[src/rtl/cache_ctrl_pkg.sv]
// ============================================================================
// Module      : cache_ctrl_pkg
// Description : Shared state encoding and block geometry for cache_controller.
// Revision    : 1.0 - initial release
// ============================================================================
`default_nettype none

package cache_ctrl_pkg;

  localparam int BLOCK_WORDS = 4;
  localparam int BEAT_W      = 2;

  typedef enum logic [1:0] {
    IDLE       = 2'd0,
    REFILL     = 2'd1,
    WRITE_MEM  = 2'd2,
    WRITE_DONE = 2'd3
  } state_t;

endpackage

`default_nettype wire

[src/rtl/cache_perf_counter.sv]
// ============================================================================
// Module      : cache_perf_counter
// Description : Saturating event counter used for cache hit/miss statistics.
// Revision    : 1.0 - initial release
// ============================================================================
`default_nettype none

module cache_perf_counter #(
  parameter int CNT_W = 16
) (
  input  logic             clk,
  input  logic             rst,
  input  logic             i_inc,
  output logic [CNT_W-1:0] o_count
);

  logic [CNT_W-1:0] r_count;

  always_ff @(posedge clk) begin
    if (rst) begin
      r_count <= '0;
    end else if (i_inc && (r_count != {CNT_W{1'b1}})) begin
      r_count <= r_count + 1'b1;
    end
  end

  assign o_count = r_count;

endmodule

`default_nettype wire

[src/rtl/cache_controller.sv]
// ============================================================================
// Module      : cache_controller
// Description : Write-through, no-write-allocate controller for a direct-mapped
//               cache; block refill on read miss, CPU stall while memory busy.
//               Optional hit/miss counters under CACHE_CTRL_PERF_CNT_EN.
// Revision    : 1.0 - initial release
// ============================================================================
`default_nettype none

module cache_controller
  import cache_ctrl_pkg::*;
#(
  parameter int BLOCK_WORDS = cache_ctrl_pkg::BLOCK_WORDS,
  parameter int BEAT_W      = cache_ctrl_pkg::BEAT_W
`ifdef CACHE_CTRL_PERF_CNT_EN
  ,
  parameter int CNT_W       = 16
`endif
) (
  input  logic              clk,
  input  logic              rst,
  input  logic              mem_read,
  input  logic              mem_write,
  input  logic              hit,
  input  logic              mem_ready,
  output logic              read_from_cache,
  output logic              write_in_cache,
  output logic              move_to_cache,
  output logic              mem_rd_req,
  output logic              mem_wr_req,
  output logic [BEAT_W-1:0] refill_beat,
  output logic              stall
`ifdef CACHE_CTRL_PERF_CNT_EN
  ,
  output logic [CNT_W-1:0]  hit_count,
  output logic [CNT_W-1:0]  miss_count
`endif
);

  state_t            r_state;
  state_t            w_next_state;
  logic [BEAT_W-1:0] r_beat;
  logic [BEAT_W-1:0] w_beat_next;
  logic              w_last_beat;

  assign w_last_beat = (r_beat == BEAT_W'(BLOCK_WORDS - 1));

  always_ff @(posedge clk) begin
    if (rst) begin
      r_state <= IDLE;
      r_beat  <= '0;
    end else begin
      r_state <= w_next_state;
      r_beat  <= w_beat_next;
    end
  end

  // A simultaneous read and write is resolved as a write.
  always_comb begin
    w_next_state = r_state;
    w_beat_next  = r_beat;
    case (r_state)
      IDLE: begin
        if (mem_write) begin
          w_next_state = WRITE_MEM;
        end else if (mem_read && !hit) begin
          w_next_state = REFILL;
          w_beat_next  = '0;
        end
      end
      REFILL: begin
        if (mem_ready) begin
          if (w_last_beat) begin
            w_next_state = IDLE;
            w_beat_next  = '0;
          end else begin
            w_beat_next  = r_beat + 1'b1;
          end
        end
      end
      WRITE_MEM: begin
        if (mem_ready) begin
          w_next_state = WRITE_DONE;
        end
      end
      WRITE_DONE: begin
        w_next_state = IDLE;
      end
      default: begin
        w_next_state = IDLE;
        w_beat_next  = '0;
      end
    endcase
  end

  // Outputs are forced low while rst is high, independent of the stored state.
  always_comb begin
    read_from_cache = 1'b0;
    write_in_cache  = 1'b0;
    move_to_cache   = 1'b0;
    mem_rd_req      = 1'b0;
    mem_wr_req      = 1'b0;
    refill_beat     = '0;
    stall           = 1'b0;
    if (!rst) begin
      case (r_state)
        IDLE: begin
          if (mem_write) begin
            stall          = 1'b1;
            write_in_cache = hit;
          end else if (mem_read) begin
            if (hit) begin
              read_from_cache = 1'b1;
            end else begin
              stall      = 1'b1;
              mem_rd_req = 1'b1;
            end
          end
        end
        REFILL: begin
          stall         = 1'b1;
          mem_rd_req    = 1'b1;
          refill_beat   = r_beat;
          move_to_cache = mem_ready;
        end
        WRITE_MEM: begin
          stall      = 1'b1;
          mem_wr_req = 1'b1;
        end
        default: begin
          stall = 1'b0;
        end
      endcase
    end
  end

`ifdef CACHE_CTRL_PERF_CNT_EN
  logic w_hit_evt;
  logic w_miss_evt;

  assign w_hit_evt  = (r_state == IDLE) && !mem_write && mem_read && hit;
  assign w_miss_evt = (r_state == IDLE) && !mem_write && mem_read && !hit;

  cache_perf_counter #(
    .CNT_W (CNT_W)
  ) u_hit_counter (
    .clk     (clk),
    .rst     (rst),
    .i_inc   (w_hit_evt),
    .o_count (hit_count)
  );

  cache_perf_counter #(
    .CNT_W (CNT_W)
  ) u_miss_counter (
    .clk     (clk),
    .rst     (rst),
    .i_inc   (w_miss_evt),
    .o_count (miss_count)
  );
`endif

endmodule

`default_nettype wire

[config.mk]
export PLATFORM = sky130hd
export DESIGN_NAME = cache_controller
export DESIGN_NICKNAME = d
export VERILOG_FILES = /design/src/rtl/cache_ctrl_pkg.sv /design/src/rtl/cache_perf_counter.sv /design/src/rtl/cache_controller.sv
export SDC_FILE = /design/constraint.sdc
export NUM_CORES = 1
export LEC_CHECK = 0
export ABC_AREA = 1
export BUFFER_PORTS_ARGS = -buffer_cell sky130_fd_sc_hd__buf_2
export CAP_MARGIN = 5
export CORE_AREA = 2 2 39 41
export DETAILED_ROUTE_END_ITERATION = 12
export DIE_AREA = 0 0 41 43
export MAX_ROUTING_LAYER = met4
export SYNTH_ARGS = -nofsm -noshare
export SYNTH_HDL_FRONTEND = slang
export SYNTH_SLANG_ARGS = --single-unit
[constraint.sdc]
create_clock -name clk -period 1.8 [get_ports clk]
set_input_delay 0.18 -clock clk [delete_from_list [all_inputs] [get_ports clk]]
set_output_delay 0.18 -clock clk [all_outputs]
set_load 0.01 [all_outputs]
==> impl_metrics.py, run 1 <==
metrics = {
    "synth": {
        "synth-async-reset-ratio": 0,
        "synth.cell_area_um2": 390.4,
        "syn_area_per_cell_um2": 6.006,
        "synthCells": 65,
        "synth.area.top_cells": "dfxtp_1 (21%), ha_1 (19%), nand2_1 (13%), nor2_1 (13%), inv_1 (11%)",
        "synth_top_area_share": 0.2051,
        "synth_cell_types": 14,
        "yosysWarnings": 0,
        "yosys-top-cells-count": "nand2_1 (14), nor2_1 (14), inv_1 (11), ha_1 (6), nand3_1 (5)",
        "dominantRegCellSynth": "dfxtp_1",
        "synth_nets": 77,
        "yosysTopAreaCell": "dfxtp_1",
        "ys_seq_elements": 4,
        "ys_seq_area_frac": 0.2051,
        "synth-edff-count": 0,
    },
    "setup_path": {
        "rr_worst_depth": 8,
        "rrSetupSlack_ns": 0.39,
        "worstSetupPathType": "flop to output port",
        "startpoint_type": "flop",
        "required_ns": 1.62,
        "cp.arrival_ns": 1.50,
        "worst-path-max-fanout": 4,
        "timing.critical_path.to_type": "output port",
    },
    "sta": {
        "setup_viol": 0,
        "finalCritPeriodShare": 0.9309,
        "hold_viol": 0,
        "fin_crit_ns": 1.676,
        "rsz0062_at_grt": "no",
        "tightest_slew_ns": 0.2476,
        "fin_skew_ns": 0.001147,
        "max-slew-margin-rel": 0.8343,
        "final.setup.tns_ns": 0,
        "final_max_slew_viol_count": 0,
        "max_freq_mhz": 596.8,
    },
    "power_and_ir_drop": {
        "p_switching_w": 0.0002898,
        "p_sw_frac": 0.4632,
        "combPwrFrac": 0.599,
        "power_density_mw_per_mm2": 1250,
        "power_frac_seq": 0.232,
        "p_clk_frac": 0.170,
        "power_leakage_nw": 0.2803,
        "internal-power_w": 0.0003358,
        "ir_drop_mv": 0.4513,
    },
    "finish": {
        "syn2layout_area_growth_pct": 28.21,
        "drive_above_1_share": 0.2346,
        "final_core_utilization": 0.3617,
        "antenna_cells": 0,
        "fin_cells": 97,
        "nets": 95,
        "fill_cells": 155,
    },
    "clocking": {
        "post-cts-setup-buffer-count": 0,
        "cts_buffers": 3,
        "holdBufCountCts": 0,
        "worstSkewPairLatency_ns": 0.23,
        "clk_path_buf_depth": 2,
        "cts_tree": "yes",
        "clk_pin_slew_ns": 0.03,
        "clock_sinks": 4,
        "cts-root-buf": "clkbuf_4",
        "htree_levels": 1,
    },
    "flow_run": {
        "drv_cap": 0,
    },
    "min_path": {
        "hp-class": "input port to flop",
        "whs_path_depth": 4,
    },
    "grt": {
        "grt_use_total": 0.1110,
        "grt_pass1_vias": 336,
        "antenna_found_initial": 0,
        "grt_pass1_wl_um": 1255,
        "grt-ovfl-total": 0,
        "grt_max_degree": 8,
    },
    "floorplan": {
        "fp.dieArea_mm2": 0.001763,
        "core_mm2": 0.001384,
        "start_util": 0.2821,
        "dieWidth_um": 41,
        "io_pins": 14,
        "fp-row-count": 14,
        "die_h_um": 43,
    },
    "placed_design": {
        "port_buffers": 13,
        "dp.cells": 94,
        "dp_hpwl_um": 725.2,
        "gp_congestion": 0.7682,
    },
    "detailed_routing": {
        "vias": 448,
        "post_drt_wl_per_cell_um": 8.856,
        "routed_via_density": 4.619,
        "drt_wl_total_um": 859,
        "drtAntennaViolNets": 0,
        "drt-initial-drc-count": 8,
        "drc": 0,
        "drtPass1Iterations": 4,
    },
    "outcome": {
        "status": "complete, no violations",
    },
}
flip-flops by register name (all words and copies together) (netlist names):
name / count
r_beat: 2
r_state: 2
cell families (layout without fill, tap and decap cells):
group | Yosys count | count (layout) | share of synthesized area
AOI/OAI and AO/OA | 8 | 8 | 0.1250
adders and majority gates | 6 | 6 | 0.1923
and+or+nand+nor | 35 | 35 | 0.3622
buffers and inverters | 12 | 28 | 0.1154
DFF | 4 | 4 | 0.2051
final cells by class:
class	count	area, um^2	share of cell area
clock buffers	3	22.52	0.04500
inverters	12	45.04	0.09000
multi-input cells	49	267.8	0.5350
flip-flops and latches	4	80.08	0.1600
well taps	16	20.02	0.04000
repair buffers	13	65.06	0.1300
timing repair:
item                                    in CTS  in global routing
resized for setup                            0                  1
hold endpoints to repair                     0                  0
endpoints found under the setup margin       0                  1
layer usage:
layer / GRT usage / wire length [um]
met2: 0.1500 / 396
met3: 0.03141 / 47
met1: 0.1250 / 405
met4: 0.1000 / 9
met5: - / 0
path summary, 6_finish.rpt:
kind                    from         end
setup / recovery  r_state[0]       stall
hold reg to reg    r_beat[1]   r_beat[1]
hold / removal           rst  r_state[1]
setup reg to reg  r_state[0]   r_beat[1]
critical path, cell delays in order (launching register included):
cell      delay, ns
dfxtp_1        0.32
inv_1          0.12
ha_1           0.25
nand3_1        0.16
a211oi_1       0.25
buf_2          0.16
layout by cell type (no fill, tap or decap):
master	synthesis	layout
nand3_1	5	5
nor2_2	0	1
nand2_1	14	14
clkbuf_4	0	3
nor4_1	1	1
o31ai_1	1	1
inv_1	11	11
o21ai_0	2	2
o21ai_2	1	1
buf_2	0	13
a211oi_1	1	1
a21oi_1	3	3
nor2_1	14	13
inv_2	1	1
ha_1	6	6
nor3_1	1	1
dfxtp_1	4	4
power by group through the flow:
stage / combinational, W / sequential (W) / clock, W
4_1_cts: 0.000375 / 0.000145 / 0.000114
5_1_grt: 0.000436 / 0.000149 / 0.000122
6_report: 0.000374 / 0.000145 / 0.000106
3_3_place_gp: 0.000377 / 0.000145 / 0
2_1_floorplan: 0.000285 / 0.000141 / 0
3_5_place_dp: 0.000373 / 0.000146 / 0
per-stage QoR:
step | hold WS, ns | power [W] | worst slack, ns | area [um^2]
finish | 0.3831 | 0.0006255 | 0.1243 | 500.5
global route | 0.4026 | 0.0007066 | 0.003000 | 500.5
CTS | 0.3841 | 0.0006334 | 0.1006 | 498.0
detailed placement | 0.5149 | 0.0005194 | 0.3492 | 475.5
global placement | 0.5098 | 0.0005222 | 0.3573 | 475.5
floorplan | 0.3710 | 0.0004257 | 0.4667 | 390.4
Power figures use the tool's default switching activity.
==> run 2: changes to the inputs <==
==> constraint.sdc (replaced) <==
create_clock -name clk -period 1.4 [get_ports clk]
set_input_delay 0.14 -clock clk [delete_from_list [all_inputs] [get_ports clk]]
set_output_delay 0.14 -clock clk [all_outputs]
set_load 0.01 [all_outputs]
==> impl_metrics.py, run 2 (synthesis results as in run 1) <==
metrics = {
    "grt": {
        "grt_use_total": 0.1192,
        "antenna_found_initial": 0,
        "grt_max_degree": 8,
        "grt_pass1_wl_um": 1386,
        "grt-ovfl-total": 0,
        "grt_pass1_vias": 378,
    },
    "setup_path": {
        "slowest_delay_ns": 0.33,
        "critPathSlowestCell": "dfxtp_2",
        "worst-path-max-fanout": 4,
        "cp.arrival_ns": 1.32,
        "rrSetupSlack_ns": 0.13,
        "startpoint_type": "flop",
        "timing.rr.end": "r_state[0]",
        "crit_path_start": "r_state[1]",
        "required_ns": 1.26,
        "timing.critical_path.to_type": "output port",
        "critPathCapture": "mem_rd_req",
        "worstSetupPathType": "flop to output port",
        "rr_worst_depth": 8,
        "critPathBufInv": 4,
        "path_cells": "inv_4 > ha_4 > inv_2 > nor2_2 > inv_1 > o31ai_1 > buf_2",
        "rr_startpoint": "r_state[0]",
        "crit_cells": 7,
        "path_delay_family": "buffers and inverters",
    },
    "sta": {
        "tightest_slew_ns": 0.2043,
        "setup_slack_ns": -0.05777,
        "rsz0062_at_grt": "yes",
        "hold_viol": 0,
        "fin_skew_ns": 0.0009232,
        "fin_crit_ns": 1.458,
        "max-slew-margin-rel": 0.8626,
        "final.setup.tns_ns": -0.1349,
        "finalCritPeriodShare": 1.041,
        "max_freq_mhz": 686.0,
        "setup_viol": 4,
        "final_max_slew_viol_count": 0,
    },
    "finish": {
        "final_cell_mix": "nand2_1 (13), buf_2 (13), nor2_1 (11)",
        "antenna_cells": 0,
        "fin_cells": 101,
        "syn2layout_area_growth_pct": 50.00,
        "final_area_um2": 585.6,
        "multi_input_comb_area_um2": 315.3,
        "nets": 99,
        "top_regs": "r_beat (2), r_state (2)",
        "drive_above_1_share": 0.4353,
        "seq_area_um2": 82.58,
        "fill_cells": 157,
    },
    "clocking": {
        "cts_tree": "yes",
        "clk_pin_slew_ns": 0.03,
        "cts_buffers": 3,
        "worstSkewPairLatency_ns": 0.23,
        "htree_levels": 1,
        "clock_sinks": 4,
        "holdBufCountCts": 0,
        "cts-root-buf": "clkbuf_4",
        "clk_path_buf_depth": 2,
    },
    "min_path": {
        "hp-class": "input port to flop",
        "whs_path_depth": 4,
    },
    "detailed_routing": {
        "drtPass1Iterations": 4,
        "drt-initial-drc-count": 5,
        "drt_wl_total_um": 896,
        "vias": 438,
        "post_drt_wl_per_cell_um": 8.871,
        "drc": 0,
        "drtAntennaViolNets": 0,
        "routed_via_density": 4.337,
    },
    "power_and_ir_drop": {
        "ir_drop_mv": 0.7174,
        "power_leakage_nw": 0.3075,
        "p_clk_frac": 0.137,
        "p_switching_w": 0.0004380,
        "power_density_mw_per_mm2": 1687,
        "combPwrFrac": 0.660,
        "p_sw_frac": 0.4433,
        "internal-power_w": 0.0005500,
        "power_frac_seq": 0.204,
    },
    "outcome": {
        "violations": "setup timing",
        "status": "finished with violations",
    },
    "floorplan": {
        "die_h_um": 43,
        "io_pins": 14,
        "fp-row-count": 14,
        "core_mm2": 0.001384,
        "start_util": 0.2821,
        "dieWidth_um": 41,
        "fp.dieArea_mm2": 0.001763,
    },
    "placed_design": {
        "gp_congestion": 0.8111,
        "pre_cts_slack_ns": -0.01238,
        "dp_hpwl_um": 704.4,
        "dp.cells": 95,
        "dpl_cell_area_um2": 483.0,
        "port_buffers": 13,
    },
    "flow_run": {
        "drv_cap": 0,
    },
}
## run 2: worst min-delay path by stage
stage / startpoint / endpoint / slack, ns
after floorplan: rst / mem_wr_req / 0.33
after global placement: r_beat[0] / r_beat[0] / 0.52
after detailed placement: r_beat[1] / r_beat[1] / 0.52
after CTS: rst / r_state[1] / 0.33
after global routing: rst / r_state[0] / 0.37
final: rst / r_state[1] / 0.35
## run 2: repair_timing
item                                    in CTS  in global routing
buffers inserted                             2                  1
pin swaps                                    1                  4
hold endpoints to repair                     0                  0
endpoints found under the setup margin       7                  9
resized for setup                           14                  6
## run 2: stage by stage
step	hold WS, ns	util	total power, W
after CTS	0.3331	0.4087	0.0009445
after floorplan	0.3275	-	0.0005473
after detailed placement	0.5217	0.3490	0.0006729
after global routing	0.3663	0.4231	0.001111
final	0.3450	0.4231	0.0009880
after global placement	0.5180	0.3490	0.0006734
## run 2: routing by layer
metal,wire (um),track usage
met5,0,-
met4,0,0.08000
met3,53,0.03141
met2,436,0.1656
met1,406,0.1442
## run 2: area by class of cell
| class | count | area share |
|---|---|---|
| clock buffers | 3 | 0.03846 |
| repair buffers | 17 | 0.1624 |
| flip-flops and latches | 4 | 0.1410 |
| well taps | 16 | 0.03419 |
| multi-input cells | 49 | 0.5385 |
| inverters | 12 | 0.08547 |
## run 2: tightest hold or removal path, cell delays in order
cell and delay, ns:
buf_2 0.15, inv_1 0.12, nand2_1 0.08, nor2_1 0.03
## run 2: power by group through the flow
stage | clock (W) | sequential, W | combinational, W
4_1_cts | 0.000145 | 0.000202 | 0.000597
3_3_place_gp | 0 | 0.000188 | 0.000485
6_report | 0.000135 | 0.000201 | 0.000652
3_5_place_dp | 0 | 0.000188 | 0.000485
5_1_grt | 0.000152 | 0.000208 | 0.000751
2_1_floorplan | 0 | 0.000181 | 0.000366
